## config.mk

```make
export PLATFORM = sky130hd
export DESIGN_NAME = bus_arbiter_4to1_8b
export DESIGN_NICKNAME = d
export VERILOG_FILES = /design/src/rtl/bus_arbiter_4to1_8b_pkg.sv /design/src/rtl/bus_arbiter_4to1_8b_rr_pick_4.sv /design/src/rtl/mux_4to1_8b.sv /design/src/rtl/bus_arbiter_4to1_8b.sv
export SDC_FILE = /design/constraint.sdc
export NUM_CORES = 1
export LEC_CHECK = 0
export ABC_AREA = 0
export BUFFER_PORTS_ARGS = -buffer_cell sky130_fd_sc_hd__buf_4
export CAP_MARGIN = 20
export CORE_UTILIZATION = 40
export CTS_CLUSTER_DIAMETER = 100
export DETAILED_ROUTE_END_ITERATION = 10
export PLACE_DENSITY_LB_ADDON = 0.2
export RECOVER_POWER = 50
export SYNTH_ARGS = -nofsm -noshare
export SYNTH_HDL_FRONTEND = slang
export SYNTH_SLANG_ARGS = --single-unit
```

## constraint.sdc

```tcl
create_clock -name input_clk -period 3 [get_ports input_clk]
set_input_delay 0.15 -clock input_clk [delete_from_list [all_inputs] [get_ports input_clk]]
set_output_delay 0.15 -clock input_clk [all_outputs]
set_load 0.03 [all_outputs]
```

## src/rtl/bus_arbiter_4to1_8b_pkg.sv

```systemverilog
// rtl/bus_arbiter_4to1_8b_pkg.sv - shared constants for the 4-to-1 bus arbiter
// FSM state encoding, requester indices and the index-to-one-hot decode.
package bus_arbiter_4to1_8b_pkg;

  localparam logic [0:0] ST_IDLE  = 1'b0;
  localparam logic [0:0] ST_GRANT = 1'b1;

  localparam logic [1:0] REQ_A = 2'd0;
  localparam logic [1:0] REQ_B = 2'd1;
  localparam logic [1:0] REQ_C = 2'd2;
  localparam logic [1:0] REQ_D = 2'd3;

  function automatic logic [3:0] onehot4(input logic [1:0] idx);
    onehot4 = 4'b0001 << idx;
  endfunction

endpackage

```

## src/rtl/bus_arbiter_4to1_8b_rr_pick_4.sv

```systemverilog
// rtl/bus_arbiter_4to1_8b_rr_pick_4.sv - combinational round-robin picker
// First set request bit at or after ptr, wrapping modulo 4.
module rr_pick_4 (
  input  logic [3:0] req,
  input  logic [1:0] ptr,
  output logic       found,
  output logic [1:0] idx
);

  logic [7:0] dbl;
  logic [3:0] rot;

  always_comb begin
    // Rotate so that bit 0 of rot corresponds to requester ptr.
    dbl   = {req, req} >> ptr;
    rot   = dbl[3:0];
    found = |req;
    idx   = ptr;
    if (rot[0])      idx = ptr;
    else if (rot[1]) idx = ptr + 2'd1;
    else if (rot[2]) idx = ptr + 2'd2;
    else if (rot[3]) idx = ptr + 2'd3;
  end

endmodule

```

## src/rtl/mux_4to1_8b.sv

```systemverilog
// rtl/mux_4to1_8b.sv - existing 8-bit 4-to-1 data mux
// Select pair {select2, select1}: 0=a, 1=b, 2=c, 3=d.
module MUX_4to1_8B (
  input  logic       select1,
  input  logic       select2,
  input  logic [7:0] a,
  input  logic [7:0] b,
  input  logic [7:0] c,
  input  logic [7:0] d,
  output logic [7:0] result
);

  always_comb begin
    case ({select2, select1})
      2'd0:    result = a;
      2'd1:    result = b;
      2'd2:    result = c;
      default: result = d;
    endcase
  end

endmodule

```

## src/rtl/bus_arbiter_4to1_8b.sv

```systemverilog
// rtl/bus_arbiter_4to1_8b.sv - round-robin burst arbiter for the shared 8-bit bus
// Grants one of four requesters, caps bursts at MAX_BURST beats, drives the data mux.
module bus_arbiter_4to1_8b
  import bus_arbiter_4to1_8b_pkg::*;
#(
  parameter int MAX_BURST = 4,
  parameter int CNT_W     = 8
) (
  input  logic       input_clk,
  input  logic       input_reset,
  input  logic [3:0] input_req,
  input  logic [7:0] input_a,
  input  logic [7:0] input_b,
  input  logic [7:0] input_c,
  input  logic [7:0] input_d,
  input  logic       input_ready,
  output logic       output_select1,
  output logic       output_select2,
  output logic [3:0] output_grant,
  output logic       output_valid,
  output logic [7:0] output_result,
  output logic [3:0] output_ack
);

  logic [0:0]       state;
  logic [1:0]       owner;
  logic [1:0]       ptr;
  logic [CNT_W-1:0] count;

  logic       owner_req;
  logic       xfer;
  logic       last_beat;
  logic       release_now;
  logic [3:0] pick_req;
  logic [1:0] pick_ptr;
  logic       found;
  logic [1:0] pick_idx;

  always_comb begin
    owner_req    = input_req[owner];
    output_valid = (state == ST_GRANT) && owner_req;
    xfer         = output_valid && input_ready;
    last_beat    = (count == CNT_W'(MAX_BURST - 1));
    release_now  = (state == ST_GRANT) && (!owner_req || (xfer && last_beat));
    // On release the outgoing owner sits out this one decision.
    pick_req     = release_now ? (input_req & ~onehot4(owner)) : input_req;
    pick_ptr     = release_now ? (owner + 2'd1) : ptr;
    output_grant = (state == ST_GRANT) ? onehot4(owner) : 4'b0000;
    output_ack   = xfer ? onehot4(owner) : 4'b0000;
  end

  rr_pick_4 u_pick (
    .req   (pick_req),
    .ptr   (pick_ptr),
    .found (found),
    .idx   (pick_idx)
  );

  always_ff @(posedge input_clk) begin
    if (input_reset) begin
      state <= ST_IDLE;
      owner <= REQ_A;
      ptr   <= 2'd0;
      count <= '0;
    end else begin
      case (state)
        ST_IDLE: begin
          if (found) begin
            state <= ST_GRANT;
            owner <= pick_idx;
          end
        end
        default: begin
          if (release_now) begin
            ptr   <= owner + 2'd1;
            count <= '0;
            if (found) owner <= pick_idx;
            else       state <= ST_IDLE;
          end else if (xfer) begin
            count <= count + CNT_W'(1);
          end
        end
      endcase
    end
  end

  assign output_select1 = owner[0];
  assign output_select2 = owner[1];

  MUX_4to1_8B u_mux (
    .select1 (output_select1),
    .select2 (output_select2),
    .a       (input_a),
    .b       (input_b),
    .c       (input_c),
    .d       (input_d),
    .result  (output_result)
  );

endmodule

```

==> results.py <==
metrics = {
    "detailed_routing": {
        "firstDrtPassIters": 5,
        "routed_wl_um": 3570,
        "wire_per_inst_um": 15.2,
        "drt_iter0_drc": 62,
        "drc": 0,
        "vias": 1358,
        "antenna_left": 0,
        "vias_per_cell": 5.78,
    },
    "floorplanning": {
        "core_area_um2": 2760,
        "start_util_pct": 42.5,
        "rows": 19,
        "dieArea_um2": 3150,
        "fp.dieH_um": 56.1,
        "die_x_um": 56.1,
        "io_pins": 58,
    },
    "timing": {
        "rsz0062_at_grt": "no",
        "slew_viol_final": 0,
        "max_freq_ghz": 0.371,
        "setup_tns_ps": 0,
        "clock_skew_ps": 5.80,
        "setup_viol": 0,
        "finalHoldViolCount": 0,
        "finalCriticalPeriod_ps": 2690,
        "max_slew_margin_pct": 50.6,
        "fin_crit_sh_pct": 89.8,
        "fin_ws_ps": 306,
        "tightest_slew_ps": 740,
    },
    "worst_setup_path": {
        "critPathKind": "reg2reg",
        "r2r.worst_path.cells": 8,
        "cp.required_ps": 3170,
        "cpPeakStageDelay_ps": 560,
        "r2r_setup_slack_ps": 310,
        "worstPathArrival_ps": 2860,
        "critical_path.startpoint": "owner[1]",
        "cp_top_family": "compound AO/OA/AOI/OAI gates",
        "slowest_stage": "clkbuf_1",
        "worstReg2RegStart": "owner[1]",
        "path_cells": "ha_1 -> clkbuf_1 -> nand2_1 -> o31a_2 -> a32oi_2 -> a31oi_1 -> o22a_1 -> a31o_1",
        "regToRegEndpoint": "owner[0]",
        "path_max_fanout": 11,
        "end_kind": "flip-flop",
        "critPathBufInv": 1,
        "start_kind": "flip-flop",
    },
    "finish": {
        "multi_input_area_um2": 816,
        "fillers": 274,
        "drive_above_1_share_pct": 27.0,
        "final_area_um2": 1590,
        "syn2layout_area_growth_pct": 35.6,
        "regArea_um2": 260,
        "antenna_cells": 0,
        "nets": 249,
    },
    "min_path": {
        "min_from": "input_reset",
        "min_to": "count[0]",
        "hold_class": "in2reg",
        "hold_depth": 2,
    },
    "logic_synthesis": {
        "syn_nets": 195,
        "yosysSeqAreaShare_pct": 22.2,
        "synth_cell_types": 42,
        "yosys_most_used_dff": "dfxtp_1",
        "synth_warnings": 0,
        "syn-cell-area_um2": 1170,
        "syn_avg_cell_area_um2": 7.76,
        "synth_cells": 151,
        "async_flop_share_pct": 0,
        "ys_ff_latch": 13,
        "synth_edf_count": 0,
    },
    "global_routing": {
        "grt_pass1_vias": 1294,
        "antenna_found_initial": 0,
        "grt_first_pass_wirelength_um": 5680,
        "grt_use_total_pct": 22.7,
        "grt-ovfl-total": 0,
        "grt_max_degree": 15,
    },
    "clock_tree": {
        "cts_setup_buffers": 0,
        "clock_path_buffers": 2,
        "cts.sinks": 13,
        "cts_tree": "yes",
        "root_buffer": "clkbuf_4",
        "cts.repair.resized": 0,
        "clkTransAtPathRegs_ps": 80,
        "cts-buffers-inserted": 3,
        "postCtsHoldBufs": 0,
        "cts.htree.levels": 1,
        "clkLatencyLatePin_ps": 280,
    },
    "flow_run": {
        "max_cap_violations": 0,
    },
    "place": {
        "hpwlAfterDp_um": 2780,
        "io_buffers": 57,
        "postPlaceCellArea_um2": 1610,
        "gp_congestion": 0.941,
        "place_ws_ps": 469,
    },
    "pwr": {
        "p_leak_nw": 0.719,
        "power_mw": 0.780,
        "powerDensity_nw_per_um2": 491,
        "ir_worst_vdd_v": 0.000355,
    },
    "status": {
        "status": "finished clean",
    },
}
kinds of logic after synthesis:
group / share of synthesized area (%)
mux: 10.7
xor+xnor: 4.49
flops: 22.2
simple gates: 21.2
buf+inv: 8.12
fa+ha+maj: 5.34
compound gates: 28.0
sequential cells by signal (all words and copies together) (netlist names):
register	count
owner	2
ptr	2
state	1
count	8
where the power goes:
part	internal, mW	leakage, nW	switching (mW)
logic	0.178	0.598	0.289
clock network	0.0516	0.0150	0.0554
registers	0.185	0.106	0.0213
synthesized netlist by cell type (3+ instances only):
cell type | n | area share [%]
a21oi_1 | 5 | 2.1
dfxtp_1 | 13 | 22
clkbuf_1 | 6 | 1.9
nand2_1 | 10 | 3.2
a21boi_0 | 3 | 1.9
nor2_1 | 13 | 4.2
ha_1 | 5 | 5.3
nand3_1 | 5 | 2.1
mux2i_1 | 8 | 6.8
a31oi_1 | 4 | 2.1
a222oi_1 | 8 | 6.8
o21ai_0 | 7 | 3.0
inv_1 | 16 | 5.1
and3_1 | 5 | 2.7
xor2_1 | 6 | 4.5
worst max path at each step:
stage                          end  slack, ps  cells after the start
after floorplan           owner[1]        570                      7
after global placement    owner[1]        550                      7
after detailed placement  owner[1]        470                      7
after CTS                 owner[1]        440                      7
after global routing      owner[1]        150                      7
final                     owner[0]        310                      8
cell type report:
cell class                      count  area share, %
Tap cell                           31           2.44
Inverter                           16           3.78
Sequential cell                    13           16.4
Multi-Input combinational cell    113           51.4
Timing Repair Buffer               58           24.3
Clock buffer                        4           1.65
stage by stage:
stage                     instances  hold WS [ps]  utilization, %
final                           235           103            57.6
after global routing            235           105            57.6
after CTS                       235          94.3            59.3
after detailed placement        231           396            58.4
after global placement          231           392            58.4
after floorplan                 151           396               -
placed cells by master (no fill, tap or decap), types with 2 or more instances in the layout:
master	n
a21oi_1	5
nand2_1	10
nor3_1	2
nand4_1	2
a21o_1	2
a21boi_0	3
o21ai_0	7
inv_1	16
a222oi_1	8
mux2i_1	8
nor2_1	13
clkbuf_1	14
or4b_1	2
nand3_1	5
o22a_1	2
mux2_2	2
nor4_1	2
a31oi_1	4
xor2_1	6
buf_4	45
ha_1	5
dfxtp_1	13
and3_1	5
nand3b_1	2
clkbuf_4	3
routing by layer:
| metal | track usage (%) | vias to the layer above | wire, um |
|---|---|---|---|
| met3 | 6.28 | 4 | 291 |
| met5 | 0 | - | 0 |
| li1 | - | 673 | - |
| met1 | 26.0 | 609 | 1480 |
| met4 | 7.67 | 0 | 41 |
| met2 | 40.1 | 72 | 1750 |
No activity file was read; power rests on OpenSTA's default activity.
